### config.mk
export PLATFORM = sky130hd
export DESIGN_NAME = dma_desc_sched_flat
export DESIGN_NICKNAME = d
export VERILOG_FILES = /design/src/rtl/dma_desc_sched_if.sv /design/src/rtl/dma_desc_sched.sv /design/src/flat_wrapper.sv
export SDC_FILE = /design/constraint.sdc
export NUM_CORES = 1
export LEC_CHECK = 0
export ABC_CLOCK_PERIOD_IN_PS = 4600
export BUFFER_PORTS_ARGS = -buffer_cell sky130_fd_sc_hd__buf_2
export CAP_MARGIN = 20
export CORE_AREA = 10 10 198 200
export DETAILED_ROUTE_END_ITERATION = 10
export DIE_AREA = 0 0 208 210
export PLACE_DENSITY = 0.48
export SETUP_SLACK_MARGIN = 0.1
export SYNTH_ARGS = -nofsm -noshare
export SYNTH_HDL_FRONTEND = slang
export SYNTH_SLANG_ARGS = --single-unit
### constraint.sdc
create_clock -name clk -period 4.6 [get_ports clk]
set_input_delay 0.46 -clock clk [delete_from_list [all_inputs] [get_ports clk]]
set_output_delay 0.46 -clock clk [all_outputs]
set_load 0.005 [all_outputs]
### src/rtl/dma_desc_sched_if.sv
// Job handshake between the descriptor scheduler (master) and the rd/wr streamer pair (slave).
// Carries the per-channel job valid/ready/payload and the per-channel completion pulse.
interface dma_desc_sched_if #(
    parameter int unsigned ADDR_W  = 32,
    parameter int unsigned BYTES_W = 32
);
    logic               rd_valid;
    logic               rd_ready;
    logic [ADDR_W-1:0]  rd_addr;
    logic [BYTES_W-1:0] rd_bytes;
    logic               rd_done;

    logic               wr_valid;
    logic               wr_ready;
    logic [ADDR_W-1:0]  wr_addr;
    logic [BYTES_W-1:0] wr_bytes;
    logic               wr_done;

    modport master (
        output rd_valid, rd_addr, rd_bytes, wr_valid, wr_addr, wr_bytes,
        input  rd_ready, rd_done, wr_ready, wr_done
    );

    modport slave (
        input  rd_valid, rd_addr, rd_bytes, wr_valid, wr_addr, wr_bytes,
        output rd_ready, rd_done, wr_ready, wr_done
    );
endinterface

### src/rtl/dma_desc_sched.sv
// DMA descriptor scheduler: round-robin descriptor pick, paired rd/wr job issue, completion
// tracking, abort and drain. Optional WAIT watchdog is built when DMA_SCHED_TIMEOUT_EN is defined.
`ifndef DMA_NUM_DESC
`define DMA_NUM_DESC 4
`endif

module dma_desc_sched #(
    parameter int unsigned NUM_DESC    = `DMA_NUM_DESC,
    parameter int unsigned ADDR_W      = 32,
    parameter int unsigned BYTES_W     = 32,
    parameter int unsigned TIMEOUT_CYC = 4096,
    localparam int unsigned PTR_W      = $clog2(NUM_DESC)
) (
    input  logic                        clk,
    input  logic                        rst,
    input  logic                        go_i,
    input  logic                        abort_i,
    input  logic [NUM_DESC-1:0]         desc_en_i,
    input  logic [NUM_DESC*ADDR_W-1:0]  desc_src_i,
    input  logic [NUM_DESC*ADDR_W-1:0]  desc_dst_i,
    input  logic [NUM_DESC*BYTES_W-1:0] desc_bytes_i,
    dma_desc_sched_if.master            strm,
    input  logic                        pend_txn_i,
    output logic                        clear_o,
    output logic                        active_o,
    output logic                        done_o,
    output logic [PTR_W-1:0]            cur_desc_o,
    output logic [NUM_DESC-1:0]         desc_done_o,
    output logic                        err_tmo_o
);

    localparam logic [2:0] ST_IDLE   = 3'd0;
    localparam logic [2:0] ST_SELECT = 3'd1;
    localparam logic [2:0] ST_ISSUE  = 3'd2;
    localparam logic [2:0] ST_WAIT   = 3'd3;
    localparam logic [2:0] ST_DRAIN  = 3'd4;
    localparam logic [2:0] ST_DONE   = 3'd5;

    logic [2:0]          state_q, state_d;
    logic [NUM_DESC-1:0] pend_mask_q, pend_mask_d;
    logic [NUM_DESC-1:0] desc_done_q, desc_done_d;
    logic [PTR_W-1:0]    rr_ptr_q, rr_ptr_d;
    logic [PTR_W-1:0]    cur_q, cur_d;
    logic [ADDR_W-1:0]   rd_addr_q, rd_addr_d;
    logic [ADDR_W-1:0]   wr_addr_q, wr_addr_d;
    logic [BYTES_W-1:0]  bytes_q, bytes_d;
    logic                rd_acc_q, rd_acc_d;
    logic                wr_acc_q, wr_acc_d;
    logic                rd_fin_q, rd_fin_d;
    logic                wr_fin_q, wr_fin_d;
    logic                forced_q, forced_d;
    logic                start_clear, drain_clear;

`ifdef DMA_SCHED_TIMEOUT_EN
    logic [15:0]         tmo_cnt_q, tmo_cnt_d;
    logic                err_tmo_q, err_tmo_d;
`endif

    logic [ADDR_W-1:0]   src_arr   [NUM_DESC];
    logic [ADDR_W-1:0]   dst_arr   [NUM_DESC];
    logic [BYTES_W-1:0]  bytes_arr [NUM_DESC];

    for (genvar k = 0; k < NUM_DESC; k++) begin : g_unpack
        assign src_arr[k]   = desc_src_i[k*ADDR_W +: ADDR_W];
        assign dst_arr[k]   = desc_dst_i[k*ADDR_W +: ADDR_W];
        assign bytes_arr[k] = desc_bytes_i[k*BYTES_W +: BYTES_W];
    end

    // Circular scan of the pending mask starting at the round-robin pointer.
    logic             pick_found;
    logic [PTR_W-1:0] pick_idx;
    logic [PTR_W-1:0] cand;
    int unsigned      idx;

    always_comb begin
        pick_found = 1'b0;
        pick_idx   = '0;
        cand       = '0;
        idx        = 0;
        for (int unsigned i = 0; i < NUM_DESC; i++) begin
            idx = 32'(rr_ptr_q) + i;
            if (idx >= NUM_DESC) begin
                idx = idx - NUM_DESC;
            end
            cand = PTR_W'(idx);
            if (!pick_found && pend_mask_q[cand]) begin
                pick_found = 1'b1;
                pick_idx   = cand;
            end
        end
    end

    always_comb begin
        state_d     = state_q;
        pend_mask_d = pend_mask_q;
        desc_done_d = desc_done_q;
        rr_ptr_d    = rr_ptr_q;
        cur_d       = cur_q;
        rd_addr_d   = rd_addr_q;
        wr_addr_d   = wr_addr_q;
        bytes_d     = bytes_q;
        rd_acc_d    = rd_acc_q;
        wr_acc_d    = wr_acc_q;
        rd_fin_d    = rd_fin_q;
        wr_fin_d    = wr_fin_q;
        forced_d    = forced_q;
        start_clear = 1'b0;
        drain_clear = 1'b0;
`ifdef DMA_SCHED_TIMEOUT_EN
        tmo_cnt_d   = tmo_cnt_q;
        err_tmo_d   = err_tmo_q;
`endif

        case (state_q)
            ST_IDLE: begin
                if (go_i && !abort_i) begin
                    state_d     = ST_SELECT;
                    pend_mask_d = desc_en_i;
                    desc_done_d = '0;
                    forced_d    = 1'b0;
                    start_clear = 1'b1;
`ifdef DMA_SCHED_TIMEOUT_EN
                    err_tmo_d   = 1'b0;
`endif
                end
            end

            ST_SELECT: begin
                if (abort_i) begin
                    state_d     = ST_DRAIN;
                    pend_mask_d = '0;
                    forced_d    = 1'b1;
                end else if (!pick_found) begin
                    state_d = ST_DRAIN;
                end else if (bytes_arr[pick_idx] == '0) begin
                    // Zero-length slots complete without touching the streamers.
                    pend_mask_d[pick_idx] = 1'b0;
                    desc_done_d[pick_idx] = 1'b1;
                end else begin
                    state_d   = ST_ISSUE;
                    cur_d     = pick_idx;
                    rd_addr_d = src_arr[pick_idx];
                    wr_addr_d = dst_arr[pick_idx];
                    bytes_d   = bytes_arr[pick_idx];
                    rd_acc_d  = 1'b0;
                    wr_acc_d  = 1'b0;
                end
            end

            ST_ISSUE: begin
                if (abort_i) begin
                    state_d     = ST_DRAIN;
                    pend_mask_d = '0;
                    forced_d    = 1'b1;
                end else begin
                    rd_acc_d = rd_acc_q | strm.rd_ready;
                    wr_acc_d = wr_acc_q | strm.wr_ready;
                    if (rd_acc_d && wr_acc_d) begin
                        state_d  = ST_WAIT;
                        rd_fin_d = 1'b0;
                        wr_fin_d = 1'b0;
`ifdef DMA_SCHED_TIMEOUT_EN
                        tmo_cnt_d = '0;
`endif
                    end
                end
            end

            ST_WAIT: begin
                rd_fin_d = rd_fin_q | strm.rd_done;
                wr_fin_d = wr_fin_q | strm.wr_done;
                if (abort_i) begin
                    state_d     = ST_DRAIN;
                    pend_mask_d = '0;
                    forced_d    = 1'b1;
`ifdef DMA_SCHED_TIMEOUT_EN
                end else if (tmo_cnt_q == 16'(TIMEOUT_CYC - 1)) begin
                    state_d     = ST_DRAIN;
                    pend_mask_d = '0;
                    forced_d    = 1'b1;
                    err_tmo_d   = 1'b1;
`endif
                end else if (rd_fin_d && wr_fin_d) begin
                    state_d            = ST_SELECT;
                    desc_done_d[cur_q] = 1'b1;
                    pend_mask_d[cur_q] = 1'b0;
                    rr_ptr_d = (cur_q == PTR_W'(NUM_DESC - 1)) ? '0 : cur_q + 1'b1;
                end
`ifdef DMA_SCHED_TIMEOUT_EN
                tmo_cnt_d = tmo_cnt_q + 16'd1;
`endif
            end

            ST_DRAIN: begin
                if (!pend_txn_i) begin
                    state_d     = ST_DONE;
                    drain_clear = forced_q;
                end
            end

            ST_DONE: begin
                if (!go_i) begin
                    state_d = ST_IDLE;
                end
            end

            default: state_d = ST_IDLE;
        endcase
    end

    always_ff @(posedge clk) begin
        if (rst) begin
            state_q     <= ST_IDLE;
            pend_mask_q <= '0;
            desc_done_q <= '0;
            rr_ptr_q    <= '0;
            cur_q       <= '0;
            rd_addr_q   <= '0;
            wr_addr_q   <= '0;
            bytes_q     <= '0;
            rd_acc_q    <= 1'b0;
            wr_acc_q    <= 1'b0;
            rd_fin_q    <= 1'b0;
            wr_fin_q    <= 1'b0;
            forced_q    <= 1'b0;
`ifdef DMA_SCHED_TIMEOUT_EN
            tmo_cnt_q   <= '0;
            err_tmo_q   <= 1'b0;
`endif
        end else begin
            state_q     <= state_d;
            pend_mask_q <= pend_mask_d;
            desc_done_q <= desc_done_d;
            rr_ptr_q    <= rr_ptr_d;
            cur_q       <= cur_d;
            rd_addr_q   <= rd_addr_d;
            wr_addr_q   <= wr_addr_d;
            bytes_q     <= bytes_d;
            rd_acc_q    <= rd_acc_d;
            wr_acc_q    <= wr_acc_d;
            rd_fin_q    <= rd_fin_d;
            wr_fin_q    <= wr_fin_d;
            forced_q    <= forced_d;
`ifdef DMA_SCHED_TIMEOUT_EN
            tmo_cnt_q   <= tmo_cnt_d;
            err_tmo_q   <= err_tmo_d;
`endif
        end
    end

    assign strm.rd_valid = (state_q == ST_ISSUE) && !rd_acc_q;
    assign strm.wr_valid = (state_q == ST_ISSUE) && !wr_acc_q;
    assign strm.rd_addr  = rd_addr_q;
    assign strm.wr_addr  = wr_addr_q;
    assign strm.rd_bytes = bytes_q;
    assign strm.wr_bytes = bytes_q;

    // Gated by rst so a start request held through reset cannot pulse the clear.
    assign clear_o     = !rst && (start_clear || drain_clear);
    assign active_o    = (state_q != ST_IDLE) && (state_q != ST_DONE);
    assign done_o      = (state_q == ST_DONE);
    assign cur_desc_o  = cur_q;
    assign desc_done_o = desc_done_q;

`ifdef DMA_SCHED_TIMEOUT_EN
    assign err_tmo_o = err_tmo_q;
`else
    logic unused_tmo_cyc;
    assign unused_tmo_cyc = ^TIMEOUT_CYC;
    assign err_tmo_o      = 1'b0;
`endif

endmodule

### src/flat_wrapper.sv
// flat-port wrapper written by rule: the top's interface ports become plain ports
module dma_desc_sched_flat 
#(
    parameter int unsigned NUM_DESC    = `DMA_NUM_DESC,
    parameter int unsigned ADDR_W      = 32,
    parameter int unsigned BYTES_W     = 32,
    parameter int unsigned TIMEOUT_CYC = 4096,
    localparam int unsigned PTR_W      = $clog2(NUM_DESC)
)
  (clk, rst, go_i, abort_i, desc_en_i, desc_src_i, desc_dst_i, desc_bytes_i, pend_txn_i, clear_o, active_o, done_o, cur_desc_o, desc_done_o, err_tmo_o, strm_rd_valid, strm_rd_addr, strm_rd_bytes, strm_wr_valid, strm_wr_addr, strm_wr_bytes, strm_rd_ready, strm_rd_done, strm_wr_ready, strm_wr_done);
  dma_desc_sched_if #(.ADDR_W(ADDR_W), .BYTES_W(BYTES_W)) strm_i ();
  input  logic clk;
  input  logic rst;
  input  logic go_i;
  input  logic abort_i;
  input  logic [NUM_DESC-1:0] desc_en_i;
  input  logic [NUM_DESC*ADDR_W-1:0] desc_src_i;
  input  logic [NUM_DESC*ADDR_W-1:0] desc_dst_i;
  input  logic [NUM_DESC*BYTES_W-1:0] desc_bytes_i;
  input  logic pend_txn_i;
  output logic clear_o;
  output logic active_o;
  output logic done_o;
  output logic [PTR_W-1:0] cur_desc_o;
  output logic [NUM_DESC-1:0] desc_done_o;
  output logic err_tmo_o;
  output wire logic [$bits(strm_i.rd_valid)-1:0] strm_rd_valid;
  output wire logic [$bits(strm_i.rd_addr)-1:0] strm_rd_addr;
  output wire logic [$bits(strm_i.rd_bytes)-1:0] strm_rd_bytes;
  output wire logic [$bits(strm_i.wr_valid)-1:0] strm_wr_valid;
  output wire logic [$bits(strm_i.wr_addr)-1:0] strm_wr_addr;
  output wire logic [$bits(strm_i.wr_bytes)-1:0] strm_wr_bytes;
  input wire logic [$bits(strm_i.rd_ready)-1:0] strm_rd_ready;
  input wire logic [$bits(strm_i.rd_done)-1:0] strm_rd_done;
  input wire logic [$bits(strm_i.wr_ready)-1:0] strm_wr_ready;
  input wire logic [$bits(strm_i.wr_done)-1:0] strm_wr_done;
  assign strm_rd_valid = strm_i.rd_valid;
  assign strm_rd_addr = strm_i.rd_addr;
  assign strm_rd_bytes = strm_i.rd_bytes;
  assign strm_wr_valid = strm_i.wr_valid;
  assign strm_wr_addr = strm_i.wr_addr;
  assign strm_wr_bytes = strm_i.wr_bytes;
  assign strm_i.rd_ready = strm_rd_ready;
  assign strm_i.rd_done = strm_rd_done;
  assign strm_i.wr_ready = strm_wr_ready;
  assign strm_i.wr_done = strm_wr_done;
  dma_desc_sched #(.NUM_DESC(NUM_DESC), .ADDR_W(ADDR_W), .BYTES_W(BYTES_W), .TIMEOUT_CYC(TIMEOUT_CYC)) u_core (.clk(clk), .rst(rst), .go_i(go_i), .abort_i(abort_i), .desc_en_i(desc_en_i), .desc_src_i(desc_src_i), .desc_dst_i(desc_dst_i), .desc_bytes_i(desc_bytes_i), .strm(strm_i), .pend_txn_i(pend_txn_i), .clear_o(clear_o), .active_o(active_o), .done_o(done_o), .cur_desc_o(cur_desc_o), .desc_done_o(desc_done_o), .err_tmo_o(err_tmo_o));
endmodule
==> impl_metrics.tcl <==
set metrics [dict create \
    synth_area_mm2 0.00784 \
    cp_data_arrival_time_ps 4350 \
    ys_ff_latch 116 \
    first_global_vias 10500 \
    h-tree-depth 4 \
    place_congestion 0.917 \
    cts_inserted_buffers 17 \
    initial_core_util 0.223 \
    final_cell_area_mm2 0.0113 \
    fin_skew_ps 11.5 \
    cp_top_family "simple AND/OR/NAND/NOR gates" \
    maxSlewHeadroom 0.356 \
    synth_nets 1534 \
    slowest_delay_ps 540 \
    antenna_found_initial 2 \
    setup_viol 0 \
    grt_pass1_wl_mm 65.1 \
    drtPass1Iterations 5 \
    port_buffers 535 \
    hold_viol_final 0 \
    status "completed" \
    fin_nets 1964 \
    critical_path.startpoint "u_core.rr_ptr_q[1]" \
    p_int_mw 3.26 \
    worst-path-buf-inv 2 \
    max_freq_mhz 245 \
    clock_latency_ps 420 \
    p_leak_nw 5.19 \
    ant_nets 0 \
    crit_type "reg -> reg" \
    tightest_slew_ps 962 \
    final_common_cell "buf_2" \
    overflow 0 \
    cts_setup_buffers 0 \
    routed_wl_mm 43.8 \
    fin_crit_ps 4080 \
    ir_worst_vdd_v 0.000369 \
    syn_inst 1133 \
    clock_path_buffers 2 \
    hold_path.startpoint "strm_wr_ready" \
    multi_input_area_mm2 0.00484 \
    min_path_type "in -> reg" \
    tritoncts "done" \
    start_kind "flip-flop" \
    seq_area_frac_synth 0.296 \
    report.final.slew_viol_count 0 \
    sw_frac_of_total 0.461 \
    layout_setup_ws_ps 522 \
    row_count 69 \
    cp-end-kind "flip-flop" \
    min_period_over_period 0.886 \
    grt_max_degree 81 \
    first_iter_violations 636 \
    pwr-share-clk 0.225 \
    synth.distinct_cells 41 \
    holdWs_ps 292 \
    syn_area_per_cell_um2 6.92 \
    dieArea_mm2 0.0437 \
    tns_ps 0 \
    gr-usage-all-layers 0.189 \
    seqCellArea_mm2 0.00232 \
    core-area_mm2 0.0352 \
    power_density_mw_per_mm2 537 \
    mostFrequentLayoutCells "buf_2, nand2_1, nand3_1, a21oi_1, dfxtp_1" \
    p_sw_mw 2.79 \
    ys_warn_count 0 \
    clock_sinks 116 \
    seqPwrFrac 0.210 \
    dpl.hpwl_mm 34.8 \
    regToRegStartpoint "u_core.rr_ptr_q[1]" \
    finalCoreUtilization 0.319 \
    cp_cell_sequence "mux2i_1 > a22oi_2 > o21ai_4 > buf_4 > mux4_2 > nor4_1 > nand2_1 > or4_4 > buf_4 > nand4_1 > a21oi_1" \
    drive_gt1_frac 0.399 \
    dpl_cell_area_mm2 0.0107 \
    crit_path_max_fanout 49 \
    holdBufCountCts 0 \
    cpMaxStageDelayCell "mux4_2" \
    clk_transition_reported_paths_ps 60 \
    root_buffer "clkbuf_16" \
    pwr-share-comb 0.566 \
    pre_cts_ws_ps 489 \
    area_delta_synth_final_pct 43.5 \
    max_cap_viol_count 0 \
    wl_per_cell_um 21.5 \
    vias 10200 \
    timing.critical_path.mode_cell "buf_4" \
    worstPathRequired_ps 4870 \
    ios 537 \
    routed_via_density 5.00 \
    num-fill-cells 3922 \
    grt_setup_unrepaired "false" \
    fp.dieH_um 210 \
    fp.dieW_um 208 \
    drc 0 \
    cts.repair.resized 0 \
]
flip-flops by register name, summed over array words and instances (netlist names), 2 cells and up:
register,count
u_core.strm.rd_bytes,32
u_core.cur_desc_o,2
u_core.desc_done_o,4
u_core.strm.rd_addr,32
u_core.state_q,3
u_core.pend_mask_q,4
u_core.strm.wr_addr,32
u_core.rr_ptr_q,2
cells by family after synthesis:
logic type	Yosys count	share of synthesized area
AO/OA/AOI/OAI	253	0.171
XOR/XNOR	1	0.00112
adder cells (fa/ha/maj)	4	0.00638
buffers and inverters	157	0.0952
flip-flops	116	0.296
multiplexers	38	0.100
other	1	0.000478
AND/OR/NAND/NOR	563	0.329
metal layers:
metal  track usage  routed length (um)  up-vias
met5             0                   0        -
met4        0.0692                1240        0
met3        0.0690                3940       47
met2         0.327               21700      448
met1         0.210               16900     4810
li1              -                   -     4866
cell type report:
type                            count  area share
Antenna cell                        1    0.000222
Clock buffer                       21      0.0409
Clock inverter                      9      0.0116
Inverter                           11     0.00367
Multi-Input combinational cell    860       0.430
Sequential cell                   116       0.206
Tap cell                          461      0.0513
Timing Repair Buffer              557       0.256
path summary, 6_finish.rpt:
| kind | endpoint | slack, ps | depth (start not counted) |
|---|---|---|---|
| setup / recovery | u_core.strm.rd_addr[11] | 520 | 11 |
| hold / removal | u_core.wr_acc_q | 290 | 3 |
| setup reg to reg | u_core.strm.rd_addr[11] | 520 | 11 |
| hold reg to reg | u_core.strm.rd_addr[8] | 470 | 2 |
tightest hold or removal path, stage by stage:
cell	delay, ps
buf_2	100
nand2_1	50
a21oi_1	50
synthesized netlist by cell type:
cell,number,area [um2]
nand2_1,280,1050
nand3_1,168,841
a21oi_1,116,581
dfxtp_1,116,2320
o21ai_0,109,546
clkbuf_1,79,297
nand4_1,66,413
buf_4,35,263
mux4_2,32,721
buf_2,18,90.1
nor2_1,18,67.6
nor4_1,13,81.3
buf_1,11,41.3
inv_1,11,41.3
nor3_1,7,35.0
a22oi_1,4,30.0
ha_1,4,50.1
mux2i_1,4,40.0
o21a_1,4,30.0
a31oi_1,3,18.8
a32oi_1,3,26.3
clkbuf_2,3,15.0
nand3b_1,3,22.5
o22ai_1,3,18.8
o31ai_1,3,22.5
o32ai_1,3,26.3
or3_1,2,12.5
or4_1,2,15.0
a221oi_1,1,8.76
a22oi_2,1,12.5
a31o_2,1,8.76
and3_1,1,6.26
and3b_1,1,8.76
conb_1,1,3.75
mux2_1,1,11.3
mux2_4,1,15.0
nor2b_1,1,6.26
nor4_4,1,21.3
o21ai_1,1,5.00
o22a_1,1,8.76
xnor2_1,1,8.76
stage by stage:
| stage | power [mW] | cells |
|---|---|---|
| 2_1_floorplan | 3.56 | 1133 |
| 3_3_place_gp | 4.75 | 2005 |
| 3_5_place_dp | 4.75 | 2005 |
| 4_1_cts | 6.14 | 2035 |
| 5_1_grt | 6.51 | 2036 |
| 6_report | 6.05 | 2036 |
power by group through the flow:
| stage | sequential (mW) | combinational (mW) | clock, mW |
|---|---|---|---|
| after floorplan | 1.23 | 2.33 | 0 |
| after global placement | 1.28 | 3.47 | 0 |
| after detailed placement | 1.29 | 3.46 | 0 |
| after CTS | 1.27 | 3.47 | 1.40 |
| after global routing | 1.29 | 3.78 | 1.44 |
| final | 1.27 | 3.42 | 1.36 |
Power figures use the tool's default switching activity.
